**config.mk**
```make
export PLATFORM = sky130hd
export DESIGN_NAME = mux4_rr_arbiter
export DESIGN_NICKNAME = d
export VERILOG_FILES = /design/src/rtl/mux4_rr_arbiter_pkg.sv /design/src/rtl/mux4_rr_arbiter_pick.sv /design/src/rtl/mux4_rr_arbiter.sv
export SDC_FILE = /design/constraint.sdc
export NUM_CORES = 1
export LEC_CHECK = 0
export CORE_MARGIN = 2
export CORE_UTILIZATION = 43
export DETAILED_ROUTE_END_ITERATION = 8
export GPL_TIMING_DRIVEN = 1
export PLACE_DENSITY = 0.75
export SYNTH_ARGS = -nofsm -noshare
export SYNTH_HDL_FRONTEND = slang
export SYNTH_SLANG_ARGS = --single-unit
```
**constraint.sdc**
```tcl
create_clock -name clk -period 2 [get_ports clk]
set_clock_uncertainty 0.05 [all_clocks]
set_input_delay 0.4 -clock clk [delete_from_list [all_inputs] [get_ports clk]]
set_output_delay 0.4 -clock clk [all_outputs]
set_load 0.03 [all_outputs]
```
**src/rtl/mux4_rr_arbiter_pkg.sv**
```systemverilog
// Shared types and helpers for the 4-way round-robin mux arbiter.
package arb_pkg;

    localparam int NUM_REQ = 4;
    localparam int SEL_W   = 2;

    typedef enum logic {
        IDLE  = 1'b0,
        GRANT = 1'b1
    } arb_state_t;

    function automatic logic [3:0] onehot4(input logic [1:0] idx);
        return 4'b0001 << idx;
    endfunction

endpackage

```
**src/rtl/mux4_rr_arbiter_pick.sv**
```systemverilog
// Combinational circular priority search: first set req bit starting at last+1.
module rr_pick4
    import arb_pkg::*;
(
    input  logic [NUM_REQ-1:0] req,
    input  logic [SEL_W-1:0]   last,
    output logic               found,
    output logic [SEL_W-1:0]   idx
);

    logic [SEL_W-1:0] w_cand;

    always_comb begin
        found  = 1'b0;
        idx    = '0;
        w_cand = '0;
        for (int unsigned k = 1; k <= NUM_REQ; k++) begin
            w_cand = last + SEL_W'(k);
            if (!found && req[w_cand]) begin
                found = 1'b1;
                idx   = w_cand;
            end
        end
    end

endmodule

```
**src/rtl/mux4_rr_arbiter.sv**
```systemverilog
// Round-robin arbiter driving a shared 4:1 mux select and one-hot grant.
// Optional forced release after MAX_HOLD grant cycles: define ARB_TIMEOUT_EN.
module mux4_rr_arbiter
    import arb_pkg::*;
#(
    parameter int NUM_REQ  = 4,
    parameter int MAX_HOLD = 16
) (
    input  logic               clk,
    input  logic               rst,
    input  logic [NUM_REQ-1:0] req,
    input  logic [NUM_REQ-1:0] done,
    output logic [NUM_REQ-1:0] grant,
    output logic [SEL_W-1:0]   sel,
    output logic               busy,
    output logic               timeout
);

    if (NUM_REQ != 4) begin : g_bad_num_req
        $error("mux4_rr_arbiter supports exactly 4 requesters");
    end
    if (MAX_HOLD < 1 || MAX_HOLD > 255) begin : g_bad_max_hold
        $error("mux4_rr_arbiter MAX_HOLD must be within 1..255");
    end

    arb_state_t         r_state;
    arb_state_t         w_state_nxt;
    logic [3:0]         r_grant;
    logic [SEL_W-1:0]   r_sel;
    logic               r_busy;
    logic               r_timeout;
    logic [SEL_W-1:0]   r_last;

    logic               w_found;
    logic [SEL_W-1:0]   w_win;
    logic               w_release;
    logic               w_hold_hit;
    logic               w_force;

    logic [3:0]         w_grant_nxt;
    logic [SEL_W-1:0]   w_sel_nxt;
    logic               w_busy_nxt;
    logic               w_timeout_nxt;
    logic [SEL_W-1:0]   w_last_nxt;

    rr_pick4 u_pick (
        .req   (req),
        .last  (r_last),
        .found (w_found),
        .idx   (w_win)
    );

    // r_sel always names the owner while in GRANT
    assign w_release = done[r_sel] | ~req[r_sel];

`ifdef ARB_TIMEOUT_EN
    localparam logic [7:0] HOLD_LAST = 8'(MAX_HOLD - 1);
    logic [7:0] r_hold;

    always_ff @(posedge clk) begin
        if (rst || r_state == IDLE) begin
            r_hold <= '0;
        end else begin
            r_hold <= r_hold + 8'd1;
        end
    end

    assign w_hold_hit = (r_hold == HOLD_LAST);
`else
    assign w_hold_hit = 1'b0;
`endif

    // a normal release wins over a forced one
    assign w_force = w_hold_hit & ~w_release;

    always_ff @(posedge clk) begin
        if (rst) begin
            r_state   <= IDLE;
            r_grant   <= '0;
            r_sel     <= '0;
            r_busy    <= 1'b0;
            r_timeout <= 1'b0;
            r_last    <= 2'd3;
        end else begin
            r_state   <= w_state_nxt;
            r_grant   <= w_grant_nxt;
            r_sel     <= w_sel_nxt;
            r_busy    <= w_busy_nxt;
            r_timeout <= w_timeout_nxt;
            r_last    <= w_last_nxt;
        end
    end

    always_comb begin
        w_state_nxt = r_state;
        case (r_state)
            IDLE:    if (w_found) w_state_nxt = GRANT;
            GRANT:   if (w_release || w_force) w_state_nxt = IDLE;
            default: w_state_nxt = IDLE;
        endcase
    end

    always_comb begin
        w_grant_nxt   = r_grant;
        w_sel_nxt     = r_sel;
        w_busy_nxt    = r_busy;
        w_timeout_nxt = 1'b0;
        w_last_nxt    = r_last;
        case (r_state)
            IDLE: begin
                if (w_found) begin
                    w_grant_nxt = onehot4(w_win);
                    w_sel_nxt   = w_win;
                    w_busy_nxt  = 1'b1;
                    w_last_nxt  = w_win;
                end
            end
            GRANT: begin
                if (w_release || w_force) begin
                    w_grant_nxt   = '0;
                    w_busy_nxt    = 1'b0;
                    w_timeout_nxt = w_force;
                end
            end
            default: begin
                w_grant_nxt = '0;
                w_busy_nxt  = 1'b0;
            end
        endcase
    end

    assign grant   = r_grant;
    assign sel     = r_sel;
    assign busy    = r_busy;
    assign timeout = r_timeout;

endmodule

```
Yosys cells after proc, flatten, opt, wreduce, memory -nomap -nowiden
Index checks and enable logic that the tools add are counted.
Word-level totals
  bits in registers: 10
  input bits: 10
  output and inout port bits: 8
  logic and storage cells: 56
Cells by class
  add/subtract/negate cells: 3
  order comparisons: 5
  eq/ne operators: 2
  shifts and indexed selects: 1
  mux-type cells: 29
  bitwise logic cells: 3
  reduce and logical (&&, ||, !) cells: 8
Operators with widths (number)
  2-bit by 3-bit less-than comparator with 1-bit output (second input constant): 5
  1-bit 2-to-1 mux: 14
  1-bit binary-select mux with 2-bit select: 6
  2-bit 2-to-1 mux: 4
  4-bit 2-to-1 mux: 2
  4-bit case mux with 2 select lines: 1
  2-bit adder (second input constant): 2
  2-bit by 1-bit != test with 1-bit output (second input constant): 2
  1-bit case mux with 2 select lines: 2
  2-bit AND reduction: 2
  1-bit by 2-bit left shift with 4-bit output (first input constant): 1
  1-bit logical AND: 3
  1-bit logical NOT: 3
  2-bit by 1-bit adder with 2-bit output (second input constant): 1
  1-bit NOT: 2
  1-bit bitwise OR: 1

Longest topological paths before layout
  depth in word-level cells: 16
  depth in mapped cells: 4
  mapped depth without buffers: 4

By module
A second synthesis with hierarchy kept.
Unflattened totals
  cells, all modules: 67
  area total of the unflattened synthesis: 604.3 µm²
By module, submodules not included
  mux4_rr_arbiter: instances 1, cells each 53, area an instance 513.0 µm², seq. area each 200.2 µm²
  rr_pick4: instances 1, cells each 14, area an instance 91.3 µm², seq. area each 0.0 µm²

Worst setup path before layout
Ideal clock, no wire load.
  path kind: reg2reg
  start: register r_sel[0], in the netlist sel[0]
  end: register r_grant[0], in the netlist grant[0]
  setup time: 0.117 ns
  arrival: 1.437 ns
  required time: 1.833 ns
  path slack: 0.396 ns
  cell stages (with the launch flop): 5
  path buffers: 0
  clock period less this slack: 1.604 ns
  cell sequence: dfxtp_1 > and4bb_4 > nor4_4 > a211oi_2 > a22o_1
On the way
  longest elaborated chain between the ends: 6
  elaborated cells between the ends (all ways): 8
  classes of those cells: eq/ne (1); mux (4); bitwise (2); reduce/logical (1)
RTL lines
  from (decl): RTL line mux4_rr_arbiter.sv:29  | logic [SEL_W-1:0] r_sel;
  from (signal assigned): RTL line mux4_rr_arbiter.sv:87  | r_sel <= w_sel_nxt;
  1-bit binary-select mux with 2-bit select: RTL line mux4_rr_arbiter.sv:54  | assign w_release = done[r_sel] | ~req[r_sel];
  1-bit 2-to-1 mux (implied by the code): RTL line mux4_rr_arbiter.sv:54
  1-bit NOT: RTL line mux4_rr_arbiter.sv:54
  1-bit bitwise OR *: RTL line mux4_rr_arbiter.sv:54
  2-bit by 1-bit != test with 1-bit output (no line) *
  2-bit AND reduction (no line) *
  to (signal assigned): RTL line mux4_rr_arbiter.sv:86  | r_grant <= w_grant_nxt;
  to (decl): RTL line mux4_rr_arbiter.sv:28  | logic [3:0] r_grant;
Every way passes the cells marked *; elsewhere a longest branch is shown, timed or not. The select of a mux whose other input is x is not followed.
A chain may end at the register's enable or synchronous reset.

Final worst setup path
  start: register r_sel[1], in the netlist sel[1]
  end: output sel[1]
RTL lines
  to (decl): RTL line mux4_rr_arbiter.sv:14  | output logic [SEL_W-1:0] sel,
No word-level cell between the ends.

==> run_results.csv <==
group,metric,value,unit
run_status,status,"finished clean",
routing,number_of_detailed_route_iterations_in_the_first_pass,4,
placed_design,hpwlAfterDp,938,µm
timing,timing_max_transition_violations_final,0,
cells_and_area,finalNetCount,90,
grt,grt_start_max_net_pins,9,
power,power.leakage,0.310,nW
floorplanning,io_pins,18,
synthesis,synth.lib_cells_used.distinct,27,
floorplanning,die-width,40.0,µm
floorplanning,initial_utilization,48.3,%
floorplanning,core_area,0.00116,mm²
floorplanning,dieArea,0.00160,mm²
power,power.density_cell_area,718,mW/mm²
cells_and_area,layout.cells.most_common_list,"sky130_fd_sc_hd__clkdlybuf4s50_1, sky130_fd_sc_hd__dfxtp_1, sky130_fd_sc_hd__a21oi_1, sky130_fd_sc_hd__nor2_1, sky130_fd_sc_hd__buf_4",
placed_design,port-buffer-count,16,
cells_and_area,layout.core_utilization,67.3,%
synthesis,synth.avg_cell_area,9.96,µm²
worst_setup_path,critical_path.top_delay_family,"buffers and inverters",
routing,wl_per_cell,13.5,µm
clock_tree,post_cts_resized,0,
clock_tree,cts_max_level,1,
routing,via_count,516,
synthesis,synthesis.nets,66,
timing,grt_setup_unrepaired,"no",
worst_setup_path,required,1.55,ns
clock_tree,cts_hold_buf,0,
synthesis,netlist_area,558,µm²
worst_setup_path,timing.critical_path.buf_inv,1,
timing,setup_violators_final,0,
routing,wirelength,1240,µm
clock_tree,post-cts-setup-buffer-count,0,
clock_tree,cts.sinks,10,
clock_tree,cts_tree,"done",
synthesis,flops_latches_synth,10,
cells_and_area,layout_commonest_cell,"sky130_fd_sc_hd__clkdlybuf4s50_1",
cells_and_area,layout-drive-gt1-share,23.1,%
worst_setup_path,timing.critical_path.from_type,"flip-flop",
clock_tree,cts.path.max_buffers,2,
synthesis,synthCells,56,
min_path,hold_path.class,"reg2reg",
worst_setup_path,critical_path.slowest_cell,"sky130_fd_sc_hd__clkdlybuf4s50_1",
timing,fin_crit,1.83,ns
worst_setup_path,critPathMaxFanout,6,
routing,drtAntennaViolNets,0,
routing,post-route-drc-count,0,
clock_tree,cts_root_buffer,"sky130_fd_sc_hd__clkbuf_4",
flow_run,drv_cap,0,
cells_and_area,antenna_cells_inserted,0,
synthesis,synth_seq_area_share,35.9,%
routing,via_per_inst,5.61,
synthesis,yosys_warnings,0,
floorplanning,die_height,40.0,µm
power,finalPower,559,µW
grt,global_route.usage.total,19.4,%
worst_setup_path,crit_path_largest_cell_delay,0.70,ns
worst_setup_path,worst_ep_arrival_time,1.38,ns
timing,final.hold.worst_slack,0.427,ns
grt,antenna_found_initial,0,
clock_tree,number_of_clock_buffers_inserted_by_tritoncts,3,
grt,gr-total-overflow,0,
clock_tree,insertion_delay,0.26,ns
power,vdd_drop_max,0.437,mV
clock_tree,clk_transition_reported_paths,0.06,ns
routing,drtIter0Drc,13,
timing,timing.final.crit_share,91.3,%
worst_setup_path,critical_path.cell_chain,"clkdlybuf4s50_1",
grt,first_global_vias,479,
cells_and_area,area.growth.synth_to_final,39.5,%
worst_setup_path,critical_path_start_end_classification,"reg2out",
timing,achievable-frequency,0.547,GHz
timing,final_hold_viol_count,0,
worst_setup_path,cp-end-kind,"primary output",
floorplanning,std_cell_rows,12,
placed_design,finalWeightedCongestion,0.785,
grt,grt_first_pass_wirelength,2020,µm
==> power breakdown <==
| part | switching (mW) | total, mW | leakage (nW) | internal [mW] |
|---|---|---|---|---|
| clock | 0.0646 | 0.134 | 0.0138 | 0.0693 |
| sequential | 0.0238 | 0.244 | 0.0827 | 0.220 |
| combinational | 0.0884 | 0.181 | 0.213 | 0.0928 |
==> final timing paths <==
| kind | startpoint | endpoint | slack [ns] | cells past startpoint |
|---|---|---|---|---|
| worst max-delay path | sel[1] | sel[1] | 0.17 | 1 |
| worst min-delay path | grant[3] | grant[3] | 0.43 | 1 |
| worst max register to register | r_last[0] | grant[2] | 0.54 | 4 |
| worst min register to register | grant[3] | grant[3] | 0.43 | 1 |
==> through the flow <==
stage | cells | worst slack [ns] | setup TNS (ns) | instance area, µm²
after floorplan | 56 | 0.396 | 0 | 558
after global placement | 89 | -0.00320 | -0.00320 | 756
after detailed placement | 89 | -0.00598 | -0.00598 | 756
after CTS | 92 | 0.159 | 0 | 778
after global routing | 92 | 0.0981 | 0 | 778
final | 92 | 0.173 | 0 | 778
==> registers in the layout, summed over array words and instances, names as in the netlist <==
signal   count
sel          2
grant        4
r_state      1
r_last       2
busy         1
==> cells in the mapped netlist, drive strengths merged <==
| cell type | instances | area share (%) |
|---|---|---|
| and4bb | 2 | 5.2 |
| a211oi | 1 | 2.2 |
| o221a | 1 | 2.0 |
| nor2 | 6 | 4.0 |
| buf | 1 | 1.3 |
| and4b | 1 | 1.8 |
| o21ai | 4 | 3.6 |
| inv | 2 | 1.3 |
| nor2b | 1 | 2.5 |
| conb | 1 | 0.67 |
| nor3 | 2 | 1.8 |
| a211o | 1 | 1.8 |
| a21o | 2 | 4.0 |
| dfxtp | 10 | 36 |
| a32o | 2 | 3.6 |
| a22o | 2 | 3.1 |
| clkdlybuf4s25 | 1 | 1.8 |
| a2111oi | 1 | 4.9 |
| a21oi | 6 | 5.4 |
| nand2 | 3 | 2.0 |
| or2 | 1 | 1.1 |
| nor4b | 1 | 2.7 |
| nor4 | 1 | 3.8 |
| nand2b | 3 | 3.4 |
==> cells by family (layout without fill, tap and decap cells) <==
logic type	after synthesis	in the layout	share of synthesized area (%)
compound gates	20	20	30.7
flops	10	10	35.9
other cells	1	1	0.672
buf+inv	4	26	4.49
simple gates	21	21	28.3
==> area by class of cell <==
cell class	instances	area [µm²]
Multi-Input combinational cell	42	333
Sequential cell	10	200
Tap cell	14	17.5
Fill cell	106	378
Timing Repair Buffer	21	198
Inverter	2	7.51
Clock buffer	3	22.5
==> routing by layer <==
layer	vias to the layer above	global-route usage, %	wire length, µm
li1	254	-	-
met1	234	24.1	592
met2	23	30.2	524
met3	5	1.67	91
met4	0	15.5	34
met5	-	0	0
Note: power is estimated with default switching activity, not from simulation.
==> RTL edit, RTL diff (same settings) <==
Add a define of `ARB_TIMEOUT_EN`.
--- a/src/rtl/mux4_rr_arbiter.sv
+++ b/src/rtl/mux4_rr_arbiter.sv
@@ -1,5 +1,7 @@
 // Round-robin arbiter driving a shared 4:1 mux select and one-hot grant.
 // Optional forced release after MAX_HOLD grant cycles: define ARB_TIMEOUT_EN.
+`define ARB_TIMEOUT_EN
+
 module mux4_rr_arbiter
     import arb_pkg::*;
 #(
Formal check against the unedited RTL: no difference found for any inputs over 10 cycles, from zero or initial values and one cycle with rst high; that may be too few to reach the edited logic, so the function may still have changed.
==> RTL edit against the original RTL <==
- power up 39%
- fmax is 1.3% higher
- routed wire length grew 42%
- hold slack worse by 0.030 ns
- cell area up 44%
- global-route usage is 1.6 points lower
- sequential cell count increased by 9
- register-to-register slack lost 0.02 ns
- sequential power up 71%
- setup slack improved by 0.023 ns
- first-iteration DRC count increased by 7.7%
- non-clock buffer count increased by 2
- area after synthesis up 54%
- synthesized cell count up 66%
- critical path type unchanged
==> RTL edit: results (changes against the original RTL) <==
Logic synthesis
  • Synth Area in XOR/XNOR: 0.0613 (was 0)
  • Top post-synthesis cells by count: dfxtp_1 (19), nor2_1 (12), nand2b_1 (9), nand3_1 (6), nor2b_1 (5) (was dfxtp_1 (10), a21oi_1 (6), nor2_1 (6), nand2_1 (3), nand2b_1 (3))
  • Unique masters post-synth: 29 (was 27)
  • Seq/Total Area, Yosys: 0.444 (was 0.359)
  • Mux cell area share after synthesis: 0.0263 (was 0)
  • Ranking of synthesized cells by area: dfxtp_1 (44%), nand2b_1 (6.6%), nor2_1 (5.3%) (was dfxtp_1 (36%), a21oi_1 (5.4%), a2111oi_4 (4.9%))
  • Post-Syn Area per Cell: 9.22 sq um (was 9.96 sq um)
  • Syn nets: 104 (was 66)
  • Post-synthesis compound-gate area fraction: 0.142 (was 0.307)
  • Post-Synth Adder-Cell Area: 0.0146 (was 0)

Global routing
  • Met2 Usage GRT: 0.292 (was 0.302)
  • Number of global-route vias before repair: 739 (was 479)
  • Global-route wire length before repair: 3320 um (was 2020 um)
  • GRT Total Usage: 0.177 (was 0.194)
  • GR Layer Usage met3: 0.0432 (was 0.0167)
  • Met1 Usage GRT: 0.222 (was 0.241)

Critical path
  • FF-to-FF setup slack: 0.52 ns (was 0.54 ns)
  • Worst Reg-to-Reg Cells: 5 (was 4)
  • Worst-path fanout max: 3 (was 6)
  • FF-to-FF Start: r_hold[0] (was r_last[0])

Pwr
  • Tot Pwr: 0.000779 W (was 0.000559 W)
  • Switching power: 0.000216 W (was 0.000177 W)
  • Power Sequential: 0.000418 W (was 0.000244 W)
  • Pleak: 0.407 nW (was 0.310 nW)

Route
  • Vias per cell: 5.11 (was 5.61)
  • DR iter-0 viols: 14 (was 13)
  • Met1 wire length: 851 um (was 592 um)
  • Wire per inst: 12.2 um (was 13.5 um)
  • WL met2: 785 um (was 524 um)

CTS
  • Worst-skew pair later-pin latency: 0.29 ns (was 0.26 ns)
  • Clock-pin slew on the worst setup and hold paths: 0.10 ns (was 0.06 ns)

Status
  • Outcome: finished, final reports clean (unchanged)

Cells and area
  • Largest reg by FF count: r_hold
  • Layout cells sized above 1: 0.103 (was 0.231)
  • Max reg flops: 8 (was 4)
  • Nets: 129 (was 90)

Placement
  • GP Congestion: 0.690 (was 0.785)
  • Estimated wirelength of the detail-placed design: 1340 um (was 938 um)
  • Area after DPL: 1090 sq um (was 756 sq um)
  • DP Cell Count: 140 (was 89)
  • IO buf count: 17 (was 16)

Hold path
  • Hold path start: r_hold[0] (was grant[3])
## RTL edit: cell types whose count changed after synthesis, sizes merged, moves of 4 or more
| cell | unedited run | this run |
|---|---|---|
| dfxtp | 10 | 19 |
| nand2b | 3 | 9 |
| nand3 | 0 | 6 |
| nor2 | 6 | 12 |
| nor2b | 1 | 5 |
| o21ai | 4 | 0 |
| o32ai | 0 | 4 |
| xor2 | 0 | 4 |
## RTL edit: per-stage QoR
| step | hold slack [ns] | setup slack (ns) | TNS (ns) |
|---|---|---|---|
| floorplan | 0.363 | 0.390 | 0 |
| global placement | 0.375 | -0.0433 | -0.174 |
| detailed placement | 0.390 | -0.0863 | -0.494 |
| CTS | 0.405 | 0.174 | 0 |
| global route | 0.421 | 0.114 | 0 |
| finish | 0.397 | 0.196 | 0 |
## RTL edit: final cells by class
cell class	instances	area [sq um]
clock buffers	4	26.3
fillers	188	802
inverters	1	3.75
multi-input cells	70	460
flip-flops and latches	19	380
well taps	27	33.8
repair buffers	23	215
